===== config.mk =====
export PLATFORM = sky130hd
export DESIGN_NAME = alu_result_stage
export DESIGN_NICKNAME = d
export VERILOG_FILES = /design/src/rtl/alu_result_stage_pkg.sv /design/src/rtl/alu_flag_gen.sv /design/src/rtl/alu_result_stage.sv
export SDC_FILE = /design/constraint.sdc
export NUM_CORES = 1
export LEC_CHECK = 0
export CORE_MARGIN = 2
export CORE_UTILIZATION = 40
export DETAILED_ROUTE_END_ITERATION = 6
export DONT_BUFFER_PORTS = 1
export PLACE_DENSITY = 0.63
export SLEW_MARGIN = 40
export SYNTH_ARGS = -nofsm -noshare
export SYNTH_HDL_FRONTEND = slang
export SYNTH_SLANG_ARGS = --single-unit
export TNS_END_PERCENT = 10

===== constraint.sdc =====
create_clock -name clk -period 2.8 [get_ports clk]
set_clock_uncertainty 0.1 [all_clocks]
set_input_delay 0.56 -clock clk [delete_from_list [all_inputs] [get_ports clk]]
set_output_delay 0.56 -clock clk [all_outputs]
set_load 0.01 [all_outputs]

===== src/rtl/alu_result_stage_pkg.sv =====
// rtl/alu_result_stage_pkg.sv - shared types and constants for the ALU result stage
package alu_result_stage_pkg;

  // Default data and select widths; they match the result mux output.
  localparam int ALU_WIDTH = 16;
  localparam int ALU_SELW  = 3;

  // Bit positions inside the 4-bit status flag vector {C,P,N,Z}.
  localparam int FLAGW  = 4;
  localparam int FLAG_Z = 0;
  localparam int FLAG_N = 1;
  localparam int FLAG_P = 2;
  localparam int FLAG_C = 3;

  // Occupancy of the head/skid pair.
  typedef enum logic [1:0] {
    EMPTY = 2'd0,
    ONE   = 2'd1,
    TWO   = 2'd2
  } occ_state_e;

  // One stored entry: the result, the select code that produced it and its flags.
  typedef struct packed {
    logic [ALU_WIDTH-1:0] result;
    logic [ALU_SELW-1:0]  sel;
    logic [FLAGW-1:0]     flags;
  } alu_entry_t;

endpackage


===== src/rtl/alu_flag_gen.sv =====
// rtl/alu_flag_gen.sv - combinational Z/N/P/C flag generator for one ALU result
module alu_flag_gen
  import alu_result_stage_pkg::*;
#(
  parameter int WIDTH = ALU_WIDTH
) (
  input  logic [WIDTH-1:0] result_i,
  input  logic             carry_i,
  output logic [FLAGW-1:0] flags_o
);

  // Parity is 1 for an odd number of ones; carry is passed through untouched.
  always_comb begin
    flags_o         = '0;
    flags_o[FLAG_Z] = (result_i == '0);
    flags_o[FLAG_N] = result_i[WIDTH-1];
    flags_o[FLAG_P] = ^result_i;
    flags_o[FLAG_C] = carry_i;
  end

endmodule


===== src/rtl/alu_result_stage.sv =====
// rtl/alu_result_stage.sv - registered result stage with flags and 2-entry skid buffer
module alu_result_stage
  import alu_result_stage_pkg::*;
#(
  parameter int WIDTH = ALU_WIDTH,
  parameter int SELW  = ALU_SELW
) (
  input  logic             clk,
  input  logic             rst,
  input  logic             in_valid,
  output logic             in_ready,
  input  logic [WIDTH-1:0] in_result,
  input  logic [SELW-1:0]  in_sel,
  input  logic             in_carry,
  output logic             out_valid,
  input  logic             out_ready,
  output logic [WIDTH-1:0] out_result,
  output logic [SELW-1:0]  out_sel,
  output logic [FLAGW-1:0] out_flags,
  output logic [15:0]      acc_count
);

  occ_state_e       state_q, state_d;
  alu_entry_t       h_q, h_d;
  alu_entry_t       s_q, s_d;
  logic [15:0]      acc_q, acc_d;
  logic [FLAGW-1:0] new_flags;
  alu_entry_t       new_entry;
  logic             push;
  logic             pop;

  alu_flag_gen #(
    .WIDTH (WIDTH)
  ) u_flag_gen (
    .result_i (in_result),
    .carry_i  (in_carry),
    .flags_o  (new_flags)
  );

  // Handshakes come only from the registered occupancy; ready is also held low during reset.
  assign in_ready  = (state_q != TWO) && !rst;
  assign out_valid = (state_q != EMPTY);
  assign push      = in_valid && in_ready;
  assign pop       = out_valid && out_ready;

  assign new_entry.result = in_result;
  assign new_entry.sel    = in_sel;
  assign new_entry.flags  = new_flags;

  assign out_result = h_q.result;
  assign out_sel    = h_q.sel;
  assign out_flags  = h_q.flags;
  assign acc_count  = acc_q;

  // Occupancy transitions and head/skid writes; registers only change on capture or skid shift.
  always_comb begin
    state_d = state_q;
    h_d     = h_q;
    s_d     = s_q;
    case (state_q)
      EMPTY: begin
        if (push) begin
          h_d     = new_entry;
          state_d = ONE;
        end
      end
      ONE: begin
        if (push && pop) begin
          h_d = new_entry;
        end else if (push) begin
          s_d     = new_entry;
          state_d = TWO;
        end else if (pop) begin
          state_d = EMPTY;
        end
      end
      TWO: begin
        if (pop) begin
          h_d     = s_q;
          state_d = ONE;
        end
      end
      default: begin
        state_d = EMPTY;
      end
    endcase
  end

  // Accepted-transfer counter wraps naturally at 16 bits.
  always_comb begin
    acc_d = acc_q;
    if (push) begin
      acc_d = acc_q + 16'd1;
    end
  end

  // State, storage and counter registers; reset discards any buffered entries.
  always_ff @(posedge clk or posedge rst) begin
    if (rst) begin
      state_q <= EMPTY;
      h_q     <= '0;
      s_q     <= '0;
      acc_q   <= '0;
    end else begin
      state_q <= state_d;
      h_q     <= h_d;
      s_q     <= s_d;
      acc_q   <= acc_d;
    end
  end

endmodule


==> results.txt, run 1 <==
After clock tree synthesis, the flow added hold-fix buffers numbering 0. The final clock period utilization by the worst path was 0.782. The class of the worst hold path is in -> async. The final setup violation count was 0; the DRC marker count from the first detailed-route iteration was 84.

Portion of the post-synthesis area used by sequential elements: 0.534. In the post-synthesis netlist, the biggest area contributors are sky130_fd_sc_hd__dfrtp_1, sky130_fd_sc_hd__nand2_1, sky130_fd_sc_hd__o21ai_0. The count of boundary I/O pins was 65.

The antenna diode instance count is 0, and the relative slew slack is 0.476. The run gives 320 as the final-stage net count. Standard cell with the maximum stage delay on the critical path: sky130_fd_sc_hd__and2b_4.

The maximum resistive drop on vdd is 0.388 mV, and the maximum number of pins on one net before global-route repair is 43. The synthesized-area fraction occupied by xor and xnor cells works out to 0.0664. The core footprint was 7140 um^2. The cell type with the highest aggregate area in the netlist is sky130_fd_sc_hd__dfrtp_1. Summing every instance area after synthesis gives 2900 um^2. Buffers inserted during clock tree synthesis total 9. The run gives 320 ps as the clock latency on the worst-skew pair. Main combinational cell family by area after synthesis: simple AND/OR/NAND/NOR gates. In this design, the stage delay of the slowest critical-path cell is 610 ps.

In the synthesized netlist, the cells that appear most often are sky130_fd_sc_hd__dfrtp_1, sky130_fd_sc_hd__nand2_1, sky130_fd_sc_hd__o21ai_0, sky130_fd_sc_hd__nor2_1, sky130_fd_sc_hd__inv_1. The fraction of layout instances using a drive strength above 1 is 0.113. After clock tree synthesis, the setup repair step added 0 buffers. Height of the die: 89.2 um. The tools report the floorplan die area as 7960 um^2. Counting every net in the synthesized netlist gives 320. For the starting utilization of the core area, the log shows 0.407. Number of global-route vias before repair: 1838.

The floorplan has 31 rows. The flow ran to the end, and the final reports show no timing, DRC or antenna violations. The clock input transition at the sequential cells of the worst setup and hold paths came out at 70 ps. The tools report the category of the worst setup path launch point as a register.

The signal on the critical path passes through and2b_4, nor2_1. The first global-routing pass estimated 8970 um of wire. Data on the critical path is required at its endpoint by 2140 ps. In this run the power density over the cells is 810 nW/um^2. The tools report the sum of negative setup slack as 0 ps. The number of cell instances on the worst register-to-register path is 4.

The post-synthesis to final-layout area growth came out at 9.78%. In the final routed layout, each cell accounts on average for 14.0 um. Setup repair after global routing left no endpoint under its margin. The filler-free cell count of the finished design was 390; the synthesized instance count was 287. The synthesized design contains 0 enable-type register cells.

Dividing the detail-routed via count by the number of cells gives 4.81. In this run, placement finished with an instance count of 375. The final hold violation count came out at 0. The post-synthesis adder-cell area fraction came out at 0.0388. The area share of the largest cell type after synthesis is 0.534. The endpoint identified for the worst register-to-register timing path is out_sel[1]. Number of gates on the worst path with buffers counted: 2.

Most frequently used flop master after synthesis: sky130_fd_sc_hd__dfrtp_1. The count of nets left with antenna violations once routing finished came out at 0. Clock tree synthesis found a total of 62 sinks.

In the routed design, unresolved DRC markers number 0. The number of synthesis warnings came out at 0. Number of distinct library cells after synthesis: 32. The worst setup path is of the reg -> out kind. The CTS H-tree depth was 3; the total wire length was 5450 um. Placer's final routability congestion estimate: 0.729. The run gives 0 as the total count of max-transition violations in the final report.

After global routing the overflow that remains totals 0. The complex-gate fraction of the synthesized area was 0.103; the number of instances resized during post-cts repair was 0. During placement, the flow inserted port buffers numbering 0.

The floorplan step set the die width to 89.2 um. In this run the critical register-to-register path is launched from state_q[1]. For the initial antenna violation count, the log shows 0. Of all nets on the critical path, the largest fanout is 42. STA puts the critical path data arrival time at 1530 ps.

The number of max-cap violations is 0. CTS placed an instance of sky130_fd_sc_hd__clkbuf_8 at the clock tree root. Setup slack on the worst reg-to-reg path comes out at 650 ps.

TritonCTS built the clock tree. After synthesis the netlist holds a flip-flop and latch count of 62. The estimated wirelength of the detail-placed design came out at 3930 um.

The largest buffer count on any clock path was 2. The total routing resource utilization after global routing is 0.149. Averaged over all synthesized cells, the footprint is 10.1 um^2. The transition time at the pin with the least slew margin was 786 ps; the count of buffer and inverter cells on the critical path was 0.

By instance count, the leading cell after synthesis is sky130_fd_sc_hd__dfrtp_1. STA classifies the critical path endpoint as an output port. Counting I/O delays and the setup requirement, the final critical path takes 2190 ps. The most critical setup path has its endpoint at in_ready. Summed over all cells, the static leakage comes to 1.50 nW. The achievable clock frequency is 457 MHz, and the total iterations of the first detailed-routing run is 4. The proportion of synthesized flip-flops having asynchronous set or reset works out to 1.00. The multiplexer share of the synthesized area came out at 0.0504.

The routed layout has 1875 vias. Grouping stages by cell kind, the critical path spends the most delay in simple AND/OR/NAND/NOR gates. The basic-gate share of the synthesized area counting and, or, nand and nor cells was 0.158. The most critical setup path has its startpoint at state_q[0].
## final cells by class
cell class	instances	area, um^2
Inverter	18	67.6
Clock buffer	12	165
Sequential cell	62	1550
Tap cell	99	124
Multi-Input combinational cell	194	1210
Clock inverter	3	42.5
Fill cell	699	3950
Timing Repair Buffer	2	27.5
## power by group
| part | internal (mW) | switching [mW] |
|---|---|---|
| Clock | 0.478 | 0.328 |
| Sequential | 1.13 | 0.246 |
| Combinational | 0.184 | 0.212 |
## cell usage in the layout (no fill, tap or decap), types with 2 or more instances in the layout
cell and n:
sky130_fd_sc_hd__dfrtp_1 62, sky130_fd_sc_hd__nand2_1 46, sky130_fd_sc_hd__o21ai_0 30, sky130_fd_sc_hd__nor2_1 19, sky130_fd_sc_hd__inv_1 17, sky130_fd_sc_hd__a21oi_1 17
sky130_fd_sc_hd__xnor2_1 17, sky130_fd_sc_hd__clkbuf_8 12, sky130_fd_sc_hd__mux2i_1 9, sky130_fd_sc_hd__o21ai_1 9, sky130_fd_sc_hd__ha_1 9, sky130_fd_sc_hd__nand4_1 7
sky130_fd_sc_hd__xor2_1 5, sky130_fd_sc_hd__mux2_2 5, sky130_fd_sc_hd__nand3_1 5, sky130_fd_sc_hd__nand2b_1 2, sky130_fd_sc_hd__nor4_4 2, sky130_fd_sc_hd__or2_2 2
## state kept, by name, summed over array words and instances (netlist names)
signal / count
acc_count: 16
out_flags: 4
out_result: 15
out_sel: 3
s_q: 22
state_q: 2
## through the flow
step / setup WS (ps) / util / area, um^2 / power (mW) / hold WS, ps
after CTS: 565 / 0.447 / 3190 / 2.63 / 83.7
after global routing: 468 / 0.447 / 3190 / 2.76 / 118
final: 610 / 0.447 / 3190 / 2.58 / 77.4
after global placement: 686 / 0.418 / 2980 / 1.78 / 361
after floorplan: 599 / - / 2900 / 1.70 / 349
after detailed placement: 620 / 0.418 / 2980 / 1.81 / 371
## worst min path at each step
| stage | slack (ps) | startpoint | endpoint | cells after the start |
|---|---|---|---|---|
| floorplan | 350 | s_q[0] | s_q[0] | 2 |
| global placement | 360 | s_q[0] | s_q[0] | 2 |
| detailed placement | 370 | s_q[2] | s_q[2] | 2 |
| CTS | 80 | rst | acc_count[6] | 1 |
| global route | 120 | rst | acc_count[6] | 1 |
| finish | 80 | rst | acc_count[6] | 1 |
## routing by layer
metal	vias up	routed length, um	track usage
met5	-	0	0
met4	0	73	0.0570
met3	6	380	0.0499
met2	56	2500	0.240
met1	862	2500	0.187
li1	951	-	-
## worst reg2reg max path: cells and delay by family (launching register included)
family	cells	cell delay, ps
DFF	1	450
buffers and inverters	1	350
and+or+nand+nor	1	350
AOI/OAI and AO/OA	2	780
## cells by family (layout without fill, tap and decap cells)
logic type | Yosys count | in the layout
AND/OR/NAND/NOR | 91 | 91
multiplexers | 14 | 14
flip-flops | 62 | 62
adder cells (fa/ha/maj) | 9 | 9
XOR/XNOR | 22 | 22
AO/OA/AOI/OAI | 58 | 58
buffers and inverters | 31 | 35
No activity file was read; power rests on OpenSTA's default activity.
==> run 2: changes to the inputs <==
--- a/config.mk
+++ b/config.mk
@@ -9,7 +9,7 @@
 export CORE_UTILIZATION = 40
 export DETAILED_ROUTE_END_ITERATION = 6
 export DONT_BUFFER_PORTS = 1
-export PLACE_DENSITY = 0.63
+export PLACE_DENSITY = 0.65
 export SLEW_MARGIN = 40
 export SYNTH_ARGS = -nofsm -noshare
 export SYNTH_HDL_FRONTEND = slang
==> constraint.sdc (replaced) <==
create_clock -name clk -period 1.99 [get_ports clk]
set_clock_uncertainty 0.1 [all_clocks]
set_input_delay 0.398 -clock clk [delete_from_list [all_inputs] [get_ports clk]]
set_output_delay 0.398 -clock clk [all_outputs]
set_load 0.01 [all_outputs]
==> run 2 against run 1 <==
Against the previous run: sequential power rose by 41%; wire length increased by 2.8%; combinational power is 44% higher; cell count up 1.3%; die area unchanged; non-clock buffer count grew 4; core utilization grew 0.84 points.
==> results.txt, run 2 (synthesized netlist as in run 1, its figures left out) <==
The run finished with clean final reports. The transition time at the pin with the least slew margin is 397 ps (-389 ps), and the multi-input gate area in the final layout is 1210 um^2 (unchanged). The run gives 3020 um^2 (+1.3%) as the total placed instance area.

The run gives 1880 ps (+350 ps) as the data arrival time of the critical path. The tools report the relative slew slack as 0.735 (+0.259). Ranked by flip-flop count, first place goes to s_q. The mean number of vias per cell works out to 4.92 (+2.3%). Startpoint of the worst-slack reg-to-reg timing path: state_q[0]. The number of I/O port buffers was 0 (unchanged); the worst hold slack was 66.8 ps (-10.6 ps). For the estimated wirelength of the detail-placed design, the log shows 4120 um (+4.8%). The DRC marker count from the first detailed-route iteration was 87 (+3.6%); the number of DRC violations after detailed routing was 0 (unchanged).

The final clock period utilization by the worst path is 0.885, and the width of the chip is 89.2 um (unchanged). The setup slack after layout is 228 ps (-383 ps), and the core footprint is 7140 um^2 (unchanged). The flip-flop count of the largest register, all copies and words added works out to 22 (unchanged). The tools report the number of clock sinks as 62 (unchanged).

The logs give 1 (+1) for the hold buffer count at CTS and 9320 um (+3.9%) for the first-pass GRT wire length. For the placer's final routability congestion estimate, the log shows 0.734 (+0.64%). The tightest min-delay check is of the in -> reg type. The final setup violation count is 0 (unchanged).

The run gives 0 (unchanged) as the final hold violation count. The starting utilization of the core area came out at 0.407 (unchanged). The fraction of layout instances using a drive strength above 1 was 0.125 (+0.0116); the achievable clock frequency was 568 MHz. Total overflow reported by the global router: 0 (unchanged). The number of max-cap violations was 0 (unchanged); the hold-critical path depth was 1.

The logs give 9 (unchanged) for the total CTS buffers and 3250 um^2 (+1.9%) for the final design instance area without fill. The remaining antenna violation count was 0 (unchanged). Detailed-route wire length per cell: 14.2 um (+1.5%). STA classifies the critical path endpoint as a register. The row count is 31 (unchanged).

The total wire length came out at 5600 um (+2.8%). The tools report the static leakage power as 1.52 nW (+1.4%). The tools report the clock latency on the worst-skew pair as 340 ps (+20 ps). The antenna diode instance count is 0 (unchanged). The endpoint identified for the worst register-to-register timing path is out_flags[2]. For the filler-free cell count of the finished design, the log shows 395 (+1.3%).

The maximum resistive drop on vdd was 0.493 mV (+27%). For the total count of max-transition violations in the final report, the log shows 0 (unchanged). Post-route minimum period: 1760 ps. The logs give 0.455 (+0.00842) for the utilization after layout and 1942 (+3.6%) for the vias after detailed routing. The highest layer used for signal routing is met4. The number of instances resized during post-cts repair is 0 (unchanged). The beginning of the critical path was state_q[0]. Setup repair after global routing left no endpoint under its margin. The tools report the storage element area as 1550 um^2 (unchanged). The run gives 3 (unchanged) as the CTS H-tree depth.

The length of routed met2 wiring is 2690 um (+7.6%), and the number of cell instances on the worst register-to-register path is 5 (+1). STA classifies the critical path startpoint as a register. Maximum number of pins on one net before global-route repair: 48 (+12%). The buffer count from post-CTS setup fixing is 0 (unchanged), and the power after layout is 3.70 mW (+43%). Following the worst setup path forward leads to its endpoint at out_flags[2].

The sum of negative setup slack is 0 ps (unchanged), and the maximum fanout along the worst path is 34 (-19%). The post-synthesis to final-layout area growth was 11.8%. The tools report the met3 wirelength from detailed routing as 398 um (+4.7%).

The height of the die is 89.2 um (unchanged), and the largest buffer count on any clock path is 2 (unchanged). The worst setup path is of the reg -> reg kind. CTS placed an instance of sky130_fd_sc_hd__clkbuf_8 at the clock tree root.

Initial antenna violation count: 0 (unchanged). The run gives 2470 um (-1.2%) as the met1 wire length. For the final-stage net count, the log shows 324 (+1.3%). The floorplan die area is 7960 um^2 (unchanged).

The tools report the count of boundary I/O pins as 65 (unchanged). The clock input transition at the sequential cells of the worst setup and hold paths is 70 ps (about the same), and the number of global-route vias before repair is 1923 (+4.6%). The number of filler instances in the final layout is 704 (+0.72%), and the total power per unit cell area is 1140 nW/um^2 (+41%). TritonCTS built the clock tree.

The run gives 378 (+0.80%) as the number of cells in the design after placement. The run gives 230 ps (-390 ps) as the worst setup slack after placement. The critical path required time is 2110 ps (-30 ps). The total iterations of the first detailed-routing run came out at 4 (unchanged). Worst setup slack for register-to-register paths: 230 ps (-420 ps). Most frequent standard cell in the layout excluding fill and tap cells: sky130_fd_sc_hd__dfrtp_1. In the layout the commonest cells are sky130_fd_sc_hd__dfrtp_1, sky130_fd_sc_hd__nand2_1, sky130_fd_sc_hd__o21ai_0.

The total routing resource utilization after global routing came out at 0.154 (+0.00481).
run 2: cell count changes in the layout (fill, tap and decap cells not counted):
cell / previous run / this run
sky130_fd_sc_hd__clkinvlp_4: 1 / 3
sky130_fd_sc_hd__buf_12: 1 / 2
sky130_fd_sc_hd__inv_2: 1 / 0
sky130_fd_sc_hd__buf_4: 1 / 3
sky130_fd_sc_hd__dlygate4sd3_1: 0 / 1
sky130_fd_sc_hd__clkinv_4: 0 / 1
sky130_fd_sc_hd__clkinv_2: 1 / 0
run 2: cell type report:
type | count | area share
Timing Repair Buffer | 6 | 0.0223
Sequential cell | 62 | 0.478
Inverter | 18 | 0.0220
Clock inverter | 4 | 0.0166
Tap cell | 99 | 0.0381
Clock buffer | 12 | 0.0508
Multi-Input combinational cell | 194 | 0.372
run 2: metal layers:
| layer | global-route usage | vias up |
|---|---|---|
| li1 | - | 964 |
| met1 | 0.190 | 916 |
| met2 | 0.253 | 57 |
| met3 | 0.0637 | 5 |
| met4 | 0.0366 | 0 |
| met5 | 0 | - |
run 2: worst max-delay path, stage by stage, from the launching register on:
cell,delay [ps]
sky130_fd_sc_hd__dfrtp_1,410
sky130_fd_sc_hd__and2b_4,370
sky130_fd_sc_hd__buf_4,350
sky130_fd_sc_hd__nand2_1,160
sky130_fd_sc_hd__mux2i_1,160
sky130_fd_sc_hd__mux2i_1,90
run 2: how the worst min path moves through the flow:
stage,from,end,slack (ps)
floorplan,s_q[0],s_q[0],350
global placement,rst,acc_count[1],170
detailed placement,rst,acc_count[5],180
CTS,out_ready,state_q[1],50
global route,out_ready,state_q[1],60
finish,out_ready,state_q[1],70
run 2: where the power goes:
group	leakage (nW)	internal (mW)	total, mW	switching, mW
clock	0.105	0.683	1.18	0.497
sequential	0.789	1.60	1.95	0.351
combinational	0.622	0.266	0.570	0.304
==> run 3: changes to the inputs <==
--- a/config.mk
+++ b/config.mk
@@ -9,7 +9,7 @@
 export CORE_UTILIZATION = 40
 export DETAILED_ROUTE_END_ITERATION = 6
 export DONT_BUFFER_PORTS = 1
-export PLACE_DENSITY = 0.65
+export PLACE_DENSITY_LB_ADDON = 0.1
 export SLEW_MARGIN = 40
 export SYNTH_ARGS = -nofsm -noshare
 export SYNTH_HDL_FRONTEND = slang
==> run 3 against run 2 <==
Against the previous run: global-route usage rose by 0.076 points; non-clock buffer count did not move; via count fell by 0.72%; sequential cell count did not move; clock-buffer cell count fell by 1; combinational power rose by 1%; cell count did not move; sequential share of layout area rose by 0.18 points; die area did not move; sequential power barely moved; setup slack improved by 26 ps; clock power fell by 11%; critical path type is now reg -> out; largest power group unchanged.
==> results.txt, run 3 (synthesized netlist as in run 1, its figures left out) <==
TritonCTS built the clock tree. The filler-free cell count of the finished design was 395 (unchanged). Share of total power consumed by net switching: 0.314 (+0.00277). For the core footprint, the log shows 7140 um^2 (unchanged). The run gives 3.56 mW (-3.7%) as the power after layout.

CTS placed an instance of sky130_fd_sc_hd__clkbuf_8 at the clock tree root. The row count was 31 (unchanged); the total CTS buffers was 9 (unchanged). The logs give 0 (unchanged) for the initial antenna violation count and 0 (unchanged) for the total overflow reported by the global router. The run gives 324 (unchanged) as the final-stage net count.

The worst setup path is launched from a register. The run gives 0 ps (unchanged) as the sum of negative setup slack. The number of clock sinks was 62 (unchanged); the detailed-route wire length per cell was 14.5 um (+2.1%). The number of filler instances in the final layout was 724 (+2.8%); the maximum fanout along the worst path was 8 (-76%). Setup repair after global routing left no endpoint under its margin. The run gives 2 (unchanged) as the largest buffer count on any clock path.

The starting utilization of the core area was 0.407 (unchanged); the mean number of vias per cell was 4.88 (-0.72%). The clock latency on the worst-skew pair came out at 330 ps (about the same). The placer's final routability congestion estimate is 0.681 (-7.1%), and the transition time at the pin with the least slew margin is 647 ps (+250 ps). The register with the most flip-flops is s_q. The post-route minimum period was 1740 ps (-26.1 ps); the final setup violation count was 0 (unchanged).

For the relative slew slack, the log shows 0.568 (-0.167). The maximum number of pins on one net before global-route repair is 41 (-15%), and the total routing resource utilization after global routing is 0.155 (+0.000759). The number of max-cap violations was 0 (unchanged); the combinational fraction of design power was 0.162 (+0.008). The final clock period utilization by the worst path works out to 0.872 (-0.0131). The number of instances resized during post-cts repair was 0 (unchanged); the achievable clock frequency was 576 MHz (+1.5%). The number of DRC violations after detailed routing was 0 (unchanged); the static leakage power was 1.52 nW (about the same). The width of the chip was 89.2 um (unchanged); the fraction of layout instances using a drive strength above 1 was 0.118 (-0.00676). The first-pass GRT wire length was 9290 um (-0.29%).

The worst setup path is of the reg -> out kind. The worst setup path is captured at an output port. The run gives 65 (unchanged) as the count of boundary I/O pins. The tools report the vias after detailed routing as 1928 (-0.72%). The run gives 0.544 (+0.017) as the sequential fraction of design power. The tools report the remaining antenna violation count as 0 (unchanged). The tools report the CTS H-tree depth as 3 (unchanged). The logs give 2.44 mW (-4.1%) for the design internal power and 0.453 (-0.00175) for the utilization after layout. Leaving out fill and tap cells, the most frequent cells in the layout are sky130_fd_sc_hd__dfrtp_1, sky130_fd_sc_hd__nand2_1, sky130_fd_sc_hd__o21ai_0.

The final hold violation count is 0 (unchanged). The total iterations of the first detailed-routing run is 4 (unchanged), and the switching power total is 1.12 mW (-2.9%). The flow ran to the end, and the final reports show no timing, DRC or antenna violations. The library cell used most frequently in the layout, excluding fill and tap cells, is sky130_fd_sc_hd__dfrtp_1.

The flip-flop count of the largest register, all copies and words added is 22 (unchanged), and the clock input transition at the sequential cells of the worst setup and hold paths is 70 ps (about the same). For the antenna diode instance count, the log shows 0 (unchanged). The post-synthesis to final-layout area growth works out to 11.4%. The logs give 0.294 (-0.025) for the clock network power share and 1490 ps (-620 ps) for the critical path required time.

The number of I/O port buffers was 0 (unchanged); the total power per unit cell area was 1100 nW/um^2 (-3.3%). The logs give 0.481 mV (-2.4%) for the maximum resistive drop on vdd and 1240 ps (-640 ps) for the data arrival time of the critical path. The number of cells in the design after placement was 378 (unchanged); the total wire length was 5720 um (+2.1%).

The estimated wirelength of the detail-placed design was 4090 um (-0.75%). The number of global-route vias before repair was 1813 (-5.7%); the total count of max-transition violations in the final report was 0 (unchanged). The min-delay analysis places its worst path in the category in -> reg. The height of the die works out to 89.2 um (unchanged). The DRC marker count from the first detailed-route iteration is 76 (-13%). The floorplan die area is 7960 um^2 (unchanged).
[run 3: changes by cell type in the layout (fill, tap and decap cells not counted)]
| cell | previous run | this run |
|---|---|---|
| sky130_fd_sc_hd__clkbuf_1 | 0 | 2 |
| sky130_fd_sc_hd__buf_12 | 2 | 4 |
| sky130_fd_sc_hd__clkinv_2 | 0 | 4 |
| sky130_fd_sc_hd__buf_4 | 3 | 1 |
| sky130_fd_sc_hd__clkinvlp_4 | 3 | 1 |
| sky130_fd_sc_hd__clkinv_4 | 1 | 0 |
| sky130_fd_sc_hd__clkbuf_8 | 12 | 9 |
[run 3: layout make-up]
cell class	count	area, um^2	area share
flip-flops and latches	62	1550	0.480
multi-input cells	194	1210	0.374
clock buffers	11	131	0.0406
well taps	99	124	0.0383
repair buffers	6	97.6	0.0302
inverters	18	71.3	0.0220
clock inverters	5	50.0	0.0155
[run 3: critical path: stages (launching register included)]
cell	delay, ps
sky130_fd_sc_hd__dfrtp_1	420
sky130_fd_sc_hd__and2b_4	380
sky130_fd_sc_hd__nor2_1	110
[run 3: path summary, 6_finish.rpt]
check,endpoint,slack [ps],start,depth (start not counted)
min in group asynchronous,state_q[0],540,rst,2
max in group asynchronous,acc_count[3],690,rst,3
max reg2reg,out_sel[1],320,state_q[0],6
min,state_q[1],70,out_ready,1
min reg2reg,s_q[12],380,s_q[12],2
max,in_ready,250,state_q[0],2
[run 3: routing by layer]
metal	global-route usage	routed length, um	vias up
li1	-	-	960
met1	0.207	2600	909
met2	0.230	2710	53
met3	0.0572	354	6
met4	0.0570	51	0
met5	0	0	-
[run 3: power groups by stage]
stage                     sequential [mW]  clock [mW]  combinational (mW)
final                                1.94        1.05               0.576
after global routing                 2.00        1.15               0.681
after CTS                            1.95        1.09               0.592
after detailed placement             1.97           0               0.588
after global placement               1.96           0               0.572
after floorplan                      1.89           0               0.495
[run 3: metrics by stage]
stage	setup slack, ps	area [um^2]	hold WS [ps]
4_1_cts	227	3240	61.6
3_3_place_gp	331	3040	291
3_5_place_dp	307	3040	301
5_1_grt	166	3240	62.9
6_report	254	3240	74.8
2_1_floorplan	391	2910	349
[run 3: timing repair]
action | in CTS | in global routing
setup buffers | 0 | 0
endpoints found under the hold margin | 26 | 0
hold buffers | 1 | 0
